==> src/rtl/alu_iter_sequencer.sv <==
// Iterative driver for a combinational ALU: feeds the result back into operand n
// for a programmed number of iterations, then presents the result under valid/ready.
module alu_iter_sequencer #(
    parameter int unsigned WIDTH = 16,
    parameter int unsigned CNT_W = 4
) (
    input  logic             clk,
    input  logic             rst,
    input  logic             start,
    input  logic [WIDTH-1:0] n_in,
    input  logic [WIDTH-1:0] m_in,
    input  logic [2:0]       opc_in,
    input  logic             c_in,
    input  logic [CNT_W-1:0] count_in,
    output logic [WIDTH-1:0] alu_n,
    output logic [WIDTH-1:0] alu_m,
    output logic [2:0]       alu_opc,
    output logic             alu_c,
    input  logic [WIDTH-1:0] alu_f,
    input  logic             alu_zer,
    input  logic             alu_neg,
    output logic             busy,
    output logic             res_valid,
    input  logic             res_ready,
    output logic [WIDTH-1:0] result,
    output logic             zer,
    output logic             neg
);

    typedef enum logic [1:0] {
        IDLE = 2'd0,
        EXEC = 2'd1,
        DONE = 2'd2
    } state_t;

    state_t           state, state_d;
    logic [WIDTH-1:0] acc, acc_d;
    logic [WIDTH-1:0] m_r, m_d;
    logic [2:0]       opc_r, opc_d;
    logic             c_r, c_d;
    logic [CNT_W-1:0] remaining, remaining_d;
    logic [WIDTH-1:0] result_d;
    logic             zer_d, neg_d;
    logic             busy_d, res_valid_d;

    // ALU operands come straight from the transaction registers
    assign alu_n   = acc;
    assign alu_m   = m_r;
    assign alu_opc = opc_r;
    assign alu_c   = c_r;

    always_ff @(posedge clk) begin
        if (rst) begin
            state     <= IDLE;
            acc       <= '0;
            m_r       <= '0;
            opc_r     <= '0;
            c_r       <= 1'b0;
            remaining <= '0;
            result    <= '0;
            zer       <= 1'b0;
            neg       <= 1'b0;
            busy      <= 1'b0;
            res_valid <= 1'b0;
        end else begin
            state     <= state_d;
            acc       <= acc_d;
            m_r       <= m_d;
            opc_r     <= opc_d;
            c_r       <= c_d;
            remaining <= remaining_d;
            result    <= result_d;
            zer       <= zer_d;
            neg       <= neg_d;
            busy      <= busy_d;
            res_valid <= res_valid_d;
        end
    end

    always_comb begin
        state_d     = state;
        acc_d       = acc;
        m_d         = m_r;
        opc_d       = opc_r;
        c_d         = c_r;
        remaining_d = remaining;
        result_d    = result;
        zer_d       = zer;
        neg_d       = neg;

        case (state)
            IDLE: begin
                if (start) begin
                    acc_d       = n_in;
                    m_d         = m_in;
                    opc_d       = opc_in;
                    c_d         = c_in;
                    remaining_d = count_in;
                    if (count_in != '0) begin
                        state_d = EXEC;
                    end else begin
                        // zero iterations: result is the operand itself, flags made here
                        state_d  = DONE;
                        result_d = n_in;
                        zer_d    = (n_in == '0);
                        neg_d    = n_in[WIDTH-1];
                    end
                end
            end
            EXEC: begin
                acc_d       = alu_f;
                remaining_d = remaining - CNT_W'(1);
                if (remaining == CNT_W'(1)) begin
                    state_d  = DONE;
                    result_d = alu_f;
                    zer_d    = alu_zer;
                    neg_d    = alu_neg;
                end
            end
            DONE: begin
                if (res_ready) begin
                    state_d = IDLE;
                end
            end
            default: state_d = IDLE;
        endcase

        busy_d      = (state_d != IDLE);
        res_valid_d = (state_d == DONE);
    end

endmodule

==> config.mk <==
export PLATFORM = sky130hd
export DESIGN_NAME = alu_iter_sequencer
export DESIGN_NICKNAME = d
export VERILOG_FILES = /design/src/rtl/alu_iter_sequencer.sv
export SDC_FILE = /design/constraint.sdc
export NUM_CORES = 1
export LEC_CHECK = 0
export CAP_MARGIN = 25
export CORE_ASPECT_RATIO = 1.25
export CORE_MARGIN = 3
export CORE_UTILIZATION = 37
export CTS_CLUSTER_DIAMETER = 150
export DETAILED_ROUTE_END_ITERATION = 8
export PLACE_DENSITY_LB_ADDON = 0.2
export SLEW_MARGIN = 20
export SYNTH_ARGS = -nofsm -noshare
export SYNTH_HDL_FRONTEND = slang
export SYNTH_SLANG_ARGS = --single-unit
==> constraint.sdc <==
create_clock -name clk -period 1.8 [get_ports clk]
set_clock_uncertainty 0.05 [all_clocks]
set_input_delay 0.36 -clock clk [delete_from_list [all_inputs] [get_ports clk]]
set_output_delay 0.36 -clock clk [all_outputs]
set_load 0.01 [all_outputs]
======== Word-level counts from Yosys, hierarchy flattened ========
Index checks and enable logic that the tools add are counted.
W data, S select, Z words.
word-level totals
  flip-flop bits (word level) ............. 62
  input bits .............................. 62
  word-level logic and storage cells ...... 48
cells by class
  add/subtract/negate cells ............... 1
  equality and inequality tests ........... 7
  muxes and demuxes ....................... 21
  reduce and logical (&&, ||, !) cells .... 8
operators by type and width
  kind                   number
  $mux W16               4
  $pmux W16 S2           2
  $logic_not A16 Y1      1
  $mux W2                4
  $pmux W4 S2            1
  $mux W1                6
  $ne A2 B2 Y1 const B   3
  $pmux W2 S3            1
  $eq A2 B2 Y1 const B   2
  $eq A4 B1 Y1 const B   1
  $mux W4                1
  $pmux W1 S2            2
  $reduce_and A2 Y1      2
  $reduce_and A4 Y1      1
  $reduce_bool A2 Y1     2
  $reduce_bool A4 Y1     1
  $sub A4 B1 Y4 const B  1
  $eq A2 B1 Y1 const B   1
  $logic_not A2 Y1       1

======== Longest topological paths before layout ========
Gate-level depths: netlist (run 1).
  depth after elaboration ................. 5
  mapped depth ............................ 8

======== Least setup slack after synthesis (run 1) ========
OpenSTA, ideal clock, no wires.
  path type ............................... register to register
  from .................................... reg remaining[0]
  to ...................................... reg result[6]
  arrival ................................. 1.604 ns
  required time ........................... 1.670 ns
  setup slack ............................. 0.065 ns
  cell stages (with the launch flop) ...... 8
  cells stage by stage .................... dfxtp_1 > ha_1 > or3b_2 > o22ai_2 > buf_6 > buf_6 > nor2_1 > a211oi_2
on the way
  longest elaborated chain between the ends .. 3
ends and longest elaborated chain
  item                         line  source
  start: declaration           41    logic [CNT_W-1:0] remaining, remaining_d;
  start signal: assignment     71    remaining <= remaining_d;
  $eq A4 B1 Y1                 113   if (remaining == CNT_W'(1)) begin
  $ne A2 B2 Y1 (no line)       -
  $reduce_and A4 Y1 (no line)  -
  end signal: assignment       72    result <= result_d;
  end: declaration             25    output logic [WIDTH-1:0] result,
Every way passes these cells.
A chain may end at the register's enable or synchronous reset.

======== Worst setup path after layout (run 1) ========
  from .................................... reg remaining[1]
  to ...................................... reg result[4]
The elaborated chain is that of the path after synthesis.

==> results of run 1 <==
cell usage after synthesis (all sizes together) (3+ instances only):
cell and instances:
a21oi 29, mux2i 15, a211oi 34, clkbuf 15, nor2 36, nor2b 3, inv 4, nor4 4
nand2 43, dfxtp 62, buf 9
worst reg2reg max path, cell delays in order, from the launching register on:
cell      delay (ns)
dfxtp_2         0.33
inv_2           0.07
ha_4            0.11
or3b_4          0.39
o22ai_4         0.25
buf_6           0.19
buf_16          0.13
buf_6           0.09
a211oi_2        0.05
metrics by stage:
stage           TNS, ns  std cells  hold slack [ns]  cell area, um^2
6_report              0        504           0.2052             4287
5_1_grt        -0.05937        504           0.1939             4287
4_1_cts               0        502           0.1918             4232
3_5_place_dp     -8.810        480           0.3957             3881
3_3_place_gp     -7.922        480           0.3911             3881
2_1_floorplan         0        278           0.4154             2517
registers in the layout (all words and copies together), names as in the netlist:
signal,flops
remaining,4
busy,1
neg,1
alu_m,16
alu_opc,3
result,16
zer,1
alu_c,1
alu_n,16
state,2
res_valid,1
cell type report:
cell class                      count  area (um^2)
Tap cell                           87        108.9
Inverter                            4        15.01
Fill cell                         555         2278
Sequential cell                    62         1244
Clock buffer                       11        151.4
Timing Repair Buffer              147         1500
Multi-Input combinational cell    188         1186
Clock inverter                      5        81.33
timing repair:
action / in CTS / in global routing
setup buffers: 3 / 3
gates resized for setup: 10 / 15
setup endpoints to repair: 19 / 19
pin swaps: 3 / 6
hold endpoints to repair: 0 / 0
cloned: 3 / 1
power groups by stage:
stage               Sequential [mW]  Combinational, mW  Clock (mW)
global placement               1.57              0.854           0
CTS                            1.55              0.904        1.42
floorplan                      1.62              0.350           0
finish                         1.56              0.918        1.39
global route                   1.57              0.994        1.48
detailed placement             1.58              0.864           0
placed cells by master, fill, tap and decap left out, types with 2 or more instances in the layout:
master and instances:
nor2b_1 2, a211oi_1 22, mux2i_1 15, buf_16 2, nand3_1 2, o21a_1 2
dlygate4sd2_1 2, or3b_4 2, nand2_1 43, dfxtp_2 2, a211oi_2 12, a21oi_1 29
clkbuf_8 11, nor2_2 2, nor2_1 34, buf_6 5, dfxtp_1 60, inv_1 3
buf_12 2, bufinv_16 2, nor4_1 4, buf_4 19, clkdlybuf4s50_1 113
worst paths after layout:
| kind | endpoint | slack, ns |
|---|---|---|
| max reg2reg | result[4] | 0.02 |
| max | result[4] | 0.02 |
| min | state[0] | 0.21 |
| min reg2reg | alu_m[11] | 0.40 |
logic make-up (layout without fill, tap and decap cells):
group	count (synthesis)	after routing	synth area share, %
AND/OR/NAND/NOR	99	99	16.85
AO/OA/AOI/OAI	72	72	21.07
flip-flops	62	62	49.30
buffers and inverters	28	167	5.814
multiplexers	15	15	5.964
adder cells (fa/ha/maj)	2	2	0.9939
per-layer routing:
metal  up-vias  GRT usage, %  part of all wire [%]
li1       1240             -                     -
met3         7         5.720                   7.2
met2        80         33.38                    52
met1      1148         22.07                    40
met4         0         7.412                  0.95
met5         -             0                     0
==> flow_summary.json, run 1 <==
{
  "rsz0062_at_grt": "yes",
  "crit_cells": 8,
  "slew_headroom_pct": 71.19,
  "cts_buffer_depth": 2,
  "yosysUniqueCellTypes": 34,
  "firstDrtPassIters": 4,
  "start_util_pct": 38.35,
  "ys.flop_type": "dfxtp_1",
  "routed-via-count": 2475,
  "dpl.hpwl_um": 5018,
  "yosys-top-cells-area": "dfxtp_1 49%, a211oi_1 6.9%, nand2_1 6.4%",
  "fin_nets": 476,
  "crit_fanout": 5,
  "die_h_um": 98.22,
  "finalCritPeriodShare_pct": 98.74,
  "first_iter_violations": 77,
  "synth_top_area_share_pct": 49.30,
  "whs_path_depth": 2,
  "antenna_found_initial": 0,
  "drt_wl_total_um": 7556,
  "slowest_stage": "or3b_4",
  "grt_pass1_wl_um": 11850,
  "clockRootBuffer": "clkbuf_8",
  "ir_drop_uv": 558.5,
  "hold_viol": 0,
  "fmax_mhz": 562.6,
  "wl_per_cell_um": 14.99,
  "worstHoldPathType": "input port to flop",
  "sw_frac_of_total_pct": 26.04,
  "final_antenna_net_count": 0,
  "worst_path_largest_cell_delay_ns": 0.39,
  "synth_nets": 342,
  "leakage_nw": 1.602,
  "synthArstFlopShare_pct": 0,
  "synth_largest_area_cell": "dfxtp_1",
  "drive_gt1_share_pct": 17.99,
  "fp.dieW_um": 79.78,
  "crit_path_end_kind": "flop",
  "path_cells": "inv_2 -> ha_4 -> or3b_4 -> o22ai_4 -> buf_6 -> buf_16 -> buf_6 -> a211oi_2",
  "overflow": 0,
  "place_ws_ns": -0.4266,
  "power_frac_seq_pct": 40.3,
  "path_buf_inv": 4,
  "tightest_slew_ns": 0.4322,
  "crit_required_ns": 1.96,
  "crit_type": "flop to flop",
  "via_per_inst": 4.911,
  "ys_seq_area_share_pct": 49.30,
  "grt_usage_pct": 19.29,
  "post-route-util_pct": 65.29,
  "final-max-slew-violation-count": 0,
  "crit_path_frequent_cell": "buf_6",
  "setup_ws_ns": 0.02269,
  "pwr-share-comb_pct": 23.7,
  "pwr-share-clk_pct": 36.0,
  "crit_start": "remaining[1]",
  "remaining_drc_errors": 0,
  "ys_ff_latch": 62,
  "p_int_mw": 2.858,
  "synth_edf_count": 0,
  "floorplan.rows": 33,
  "port_buffers": 117,
  "areaGrowthSynthToFinish_pct": 70.28,
  "holdBufCountCts": 0,
  "p_per_area_mw_per_mm2": 901.6,
  "maxCapViolations": 0,
  "place.gp.congestion": 0.8208,
  "h-tree-depth": 3,
  "cp_top_family": "buffers and inverters",
  "worstPathArrival_ns": 1.93,
  "insertion_delay_ns": 0.33,
  "yosysWarnings": 0,
  "reg2regPathDepth": 8,
  "power_mw": 3.865,
  "diodes": 0,
  "cts_tree": "yes",
  "r2r_start": "remaining[1]",
  "grt_max_degree": 35,
  "cts_sinks": 62,
  "core_mm2": 0.006565,
  "setup_viol_count_final": 0,
  "netlist_area_mm2": 0.002517,
  "dieArea_mm2": 0.007836,
  "ios": 118,
  "status": "completed",
  "startpoint_type": "flop",
  "cts_buffers": 9,
  "clk_pin_slew_ns": 0.07,
  "min_from": "rst",
  "p_sw_mw": 1.006,
  "grt_pass1_vias": 2464,
  "finalCriticalPeriod_ns": 1.777,
  "synthCells": 278,
  "synth_area_per_cell_um2": 9.055
}
Power figures use the tool's default switching activity.
==> run 2: changes to the inputs <==
- CORE_MARGIN: 3 -> 8
- CTS_CLUSTER_DIAMETER: 150 -> default
- GPL_TIMING_DRIVEN: default -> 0
==> run 2 against run 1 <==
- the flow now finishes with violations (setup timing)
- via count grew 0.85%
- final area fell by 1.6%
- cell count up 0.20%
- non-clock buffer count is 1 higher
- power fell by 4.9%
- core utilization down 1.0 points
- critical path depth is 1 lower
- setup slack got worse by 0.032 ns
- routed wire length up 10%
- flip-flop and latch count unchanged
- register-to-register slack hardly changed
==> flow_summary.json, run 2 (synthesized netlist as in run 1, its figures left out) <==
{
  "status": "finished with violations",
  "violations": "setup timing",
  "ir_drop_uv": 518.5,
  "first_iter_violations": 95,
  "sw_frac_of_total_pct": 27.81,
  "final_cells": 505,
  "finalCritPeriodShare_pct": 100.5,
  "grt_usage_pct": 16.66,
  "h-tree-depth": 3,
  "antenna_found_initial": 0,
  "place_ws_ns": -0.4707,
  "grt_max_degree": 12,
  "whs_ns": 0.3180,
  "p_sw_mw": 1.022,
  "clk_pin_slew_ns": 0.07,
  "fin_nets": 477,
  "drive_gt1_share_pct": 17.70,
  "setup_viol_count_final": 1,
  "n_fill_cell": 555,
  "remaining_drc_errors": 0,
  "final_area_mm2": 0.004218,
  "tightest_slew_ns": 0.6840,
  "overflow": 0,
  "startpoint_type": "input port",
  "grt_pass1_wl_um": 12840,
  "cts_buffer_depth": 2,
  "fp.dieW_um": 89.78,
  "setup_ws_ns": -0.009052,
  "cts_tree": "yes",
  "via_per_inst": 4.943,
  "die_h_um": 108.2,
  "crit_required_ns": 1.99,
  "dieArea_mm2": 0.009715,
  "firstDrtPassIters": 4,
  "place.gp.congestion": 0.8379,
  "floorplan.rows": 33,
  "pwr-share-clk_pct": 32.9,
  "cts_sinks": 62,
  "final_antenna_net_count": 0,
  "holdBufCountCts": 0,
  "placed_cell_area_mm2": 0.003787,
  "worstHoldPathType": "input port to flop",
  "setup-tns-final_ns": -0.009052,
  "hold_viol": 0,
  "p_per_area_mw_per_mm2": 871.7,
  "leakage_nw": 1.548,
  "rsz0062_at_grt": "yes",
  "p_int_mw": 2.654,
  "core_mm2": 0.006565,
  "crit_fanout": 6,
  "final-max-slew-violation-count": 0,
  "final_common_cell": "clkdlybuf4s50_1",
  "wl_per_cell_um": 16.50,
  "crit_type": "input port to flop",
  "pwr-share-comb_pct": 24.9,
  "drt_wl_total_um": 8333,
  "crit_path_end_kind": "flop",
  "fmax_mhz": 552.8,
  "layout_common_cells": "112 x clkdlybuf4s50_1, 60 x dfxtp_1, 43 x nand2_1, 29 x a21oi_1, 29 x nor2_1",
  "cts_buffers": 9,
  "grt_pass1_vias": 2545,
  "maxCapViolations": 0,
  "start_util_pct": 38.35,
  "worstPathArrival_ns": 2.00,
  "routed-via-count": 2496,
  "diodes": 0,
  "areaGrowthSynthToFinish_pct": 67.54,
  "port_buffers": 116,
  "insertion_delay_ns": 0.33,
  "power_frac_seq_pct": 42.2,
  "dpl.hpwl_um": 6228,
  "post-route-util_pct": 64.25,
  "place.detailed.instances": 481,
  "clockRootBuffer": "clkbuf_8",
  "power_mw": 3.676,
  "slew_headroom_pct": 54.40,
  "ios": 118,
  "finalCriticalPeriod_ns": 1.809
}
run 2: layout make-up:
class	instances	area [um^2]	area share [%]
multi-input combinational	188	1220	28.92
timing repair buffer	124	1266	30.02
inverter	4	15.01	0.3560
buffer	24	165.2	3.916
clock buffer	10	137.6	3.263
clock inverter	6	61.31	1.454
sequential	62	1244	29.49
tap	87	108.9	2.581
run 2: routing by layer:
layer | GRT usage [%] | routed length, um | part of all wire (%)
met3 | 6.306 | 640 | 7.7
met4 | 6.909 | 118 | 1.4
met1 | 17.53 | 3333 | 40
met5 | 0 | 0 | 0
met2 | 29.45 | 4240 | 51
run 2: repair_timing:
item,CTS,global route
setup buffers,4,1
endpoints found under the setup margin,51,31
pin swaps,2,13
endpoints found under the hold margin,0,0
cloned,2,1
gates resized for setup,22,22
run 2: worst paths after layout:
check	startpoint	end	slack [ns]	cells after the start
worst max register to register	remaining[1]	result[7]	0.01	8
worst max-delay path	count_in[3]	result[7]	-0.009	7
worst min register to register	alu_m[2]	alu_m[2]	0.40	2
worst min-delay path	rst	state[0]	0.32	2
run 2: power by group through the flow:
stage | sequential (mW) | combinational (mW) | clock (mW)
6_report | 1.55 | 0.914 | 1.21
5_1_grt | 1.56 | 0.991 | 1.31
4_1_cts | 1.55 | 0.886 | 1.24
3_5_place_dp | 1.58 | 0.840 | 0
3_3_place_gp | 1.57 | 0.829 | 0
2_1_floorplan | 1.62 | 0.350 | 0
run 2: worst max-delay path: stages:
cell and delay [ns]:
clkdlybuf4s50_1 0.46, or4_4 0.46, o22ai_4 0.19, buf_8 0.18, buf_4 0.12, nor2_1 0.04
a211oi_1 0.19
==> run 3: changes to the inputs <==
- PLACE_DENSITY: default -> 0.76
- PLACE_DENSITY_LB_ADDON: 0.2 -> default
==> run 3 against run 2 <==
- the run now ends clean
- clock-buffer cell count up 2
- via count about the same
- core utilization down 1.1 points
- highest routed layer unchanged
==> flow_summary.json, run 3 (synthesized netlist as in run 1, its figures left out) <==
{
  "worstHoldPathType": "input port to flop",
  "slew_headroom_pct": 55.91,
  "remaining_drc_errors": 0,
  "place.detailed.instances": 481,
  "start_util_pct": 38.35,
  "port_buffers": 116,
  "ir_drop_uv": 623.6,
  "clockRootBuffer": "clkbuf_8",
  "cp_top_family": "simple AND/OR/NAND/NOR gates",
  "crit_fanout": 10,
  "layout_common_cells": "112 x clkdlybuf4s50_1, 59 x dfxtp_1, 43 x nand2_1, 34 x nor2_1, 29 x a21oi_1",
  "grt_use_met3_pct": 4.574,
  "grt-busiest-layer": "met2",
  "areaGrowthSynthToFinish_pct": 64.61,
  "grt_pass1_wl_um": 13120,
  "grt_pass1_vias": 2507,
  "overflow": 0,
  "holdBufCountCts": 0,
  "drt_wl_total_um": 8279,
  "cts_buffers": 9,
  "wl_per_cell_um": 16.49,
  "leakage_nw": 1.524,
  "final-max-slew-violation-count": 0,
  "final_antenna_net_count": 0,
  "place.gp.congestion": 0.8457,
  "die_h_um": 108.2,
  "slowest_stage": "or3b_4",
  "setup-tns-final_ns": 0,
  "rsz0062_at_grt": "yes",
  "core_mm2": 0.006565,
  "cts_sinks": 62,
  "use_met2_pct": 29.56,
  "h-tree-depth": 3,
  "crit_required_ns": 2.00,
  "first_iter_violations": 92,
  "floorplan.rows": 33,
  "maxCapViolations": 0,
  "crit_path_end_kind": "flop",
  "p_per_area_mw_per_mm2": 908.4,
  "setup_viol_count_final": 0,
  "crit_type": "flop to flop",
  "crit_path_frequent_cell": "buf_6",
  "path_buf_inv": 3,
  "final_cells": 502,
  "path_cells": "inv_2 -> ha_4 -> or3b_4 -> o22ai_4 -> buf_6 -> buf_6 -> nor2_1 -> a211oi_2",
  "cts_buffer_depth": 2,
  "grt_max_degree": 11,
  "hold_viol": 0,
  "drive_gt1_share_pct": 14.94,
  "grtUsageMet1_pct": 18.53,
  "finalCritPeriodShare_pct": 98.63,
  "antenna_found_initial": 0,
  "fp.dieW_um": 89.78,
  "final_common_cell": "clkdlybuf4s50_1",
  "firstDrtPassIters": 4,
  "insertion_delay_ns": 0.33,
  "ios": 118,
  "finalCriticalPeriod_ns": 1.775,
  "dpl.hpwl_um": 6339,
  "fin_nets": 474,
  "dieArea_mm2": 0.009715,
  "whs_ns": 0.3244,
  "via_per_inst": 4.976,
  "diodes": 0,
  "routed-via-count": 2498,
  "grt_usage_pct": 16.85,
  "tightest_slew_ns": 0.6614,
  "fmax_mhz": 563.3,
  "cts_tree": "yes",
  "worstPathArrival_ns": 1.98,
  "clk_pin_slew_ns": 0.07,
  "worst_path_largest_cell_delay_ns": 0.39,
  "startpoint_type": "flop",
  "status": "completed"
}
-- run 3: cell count changes in the layout (fill, tap and decap cells not counted), sizes merged --
cell | previous run | this run
clkbuf | 26 | 28
clkinvlp | 1 | 0
buf | 16 | 13
clkinv | 4 | 2
bufinv | 1 | 2
-- run 3: where the power goes --
| group | switching [mW] | internal, mW | total (mW) |
|---|---|---|---|
| Sequential | 0.0681 | 1.49 | 1.56 |
| Clock | 0.508 | 0.814 | 1.32 |
| Combinational | 0.410 | 0.472 | 0.882 |
-- run 3: final cells by class --
type,count,area (um^2)
flip-flops and latches,62,1245
inverters,4,15.01
well taps,87,108.9
fillers,556,2421
plain buffers,23,151.4
clock buffers,12,145.1
clock inverters,4,70.07
repair buffers,122,1219
multi-input cells,188,1190
-- run 3: through the flow --
step / cell area, um^2 / util (%) / setup WS, ns / power, mW
after global placement: 3787 / 57.69 / -0.4790 / 2.407
final: 4144 / 63.12 / 0.02459 / 3.764
after detailed placement: 3787 / 57.69 / -0.5197 / 2.425
after CTS: 4066 / 61.94 / 0.01802 / 3.783
after global routing: 4144 / 63.12 / -0.04187 / 3.952
after floorplan: 2517 / - / 0.06533 / 1.973
-- run 3: path summary, 6_finish.rpt --
kind | start | endpoint | slack, ns | cells past startpoint
max | remaining[1] | result[6] | 0.02 | 8
min | rst | state[0] | 0.32 | 2
max reg2reg | remaining[1] | result[6] | 0.02 | 8
min reg2reg | alu_opc[2] | alu_opc[2] | 0.40 | 2
-- run 3: what timing repair did --
action / in CTS / in global routing
resized for setup: 16 / 20
pin swaps: 3 / 10
setup buffers: 4 / 1
endpoints found under the setup margin: 43 / 45
gates cloned: 0 / 1
-- run 3: routing by layer --
metal	up-vias	routed length, um
met3	9	569
met5	-	0
met2	98	4188
li1	1234	-
met4	0	122
met1	1157	3398
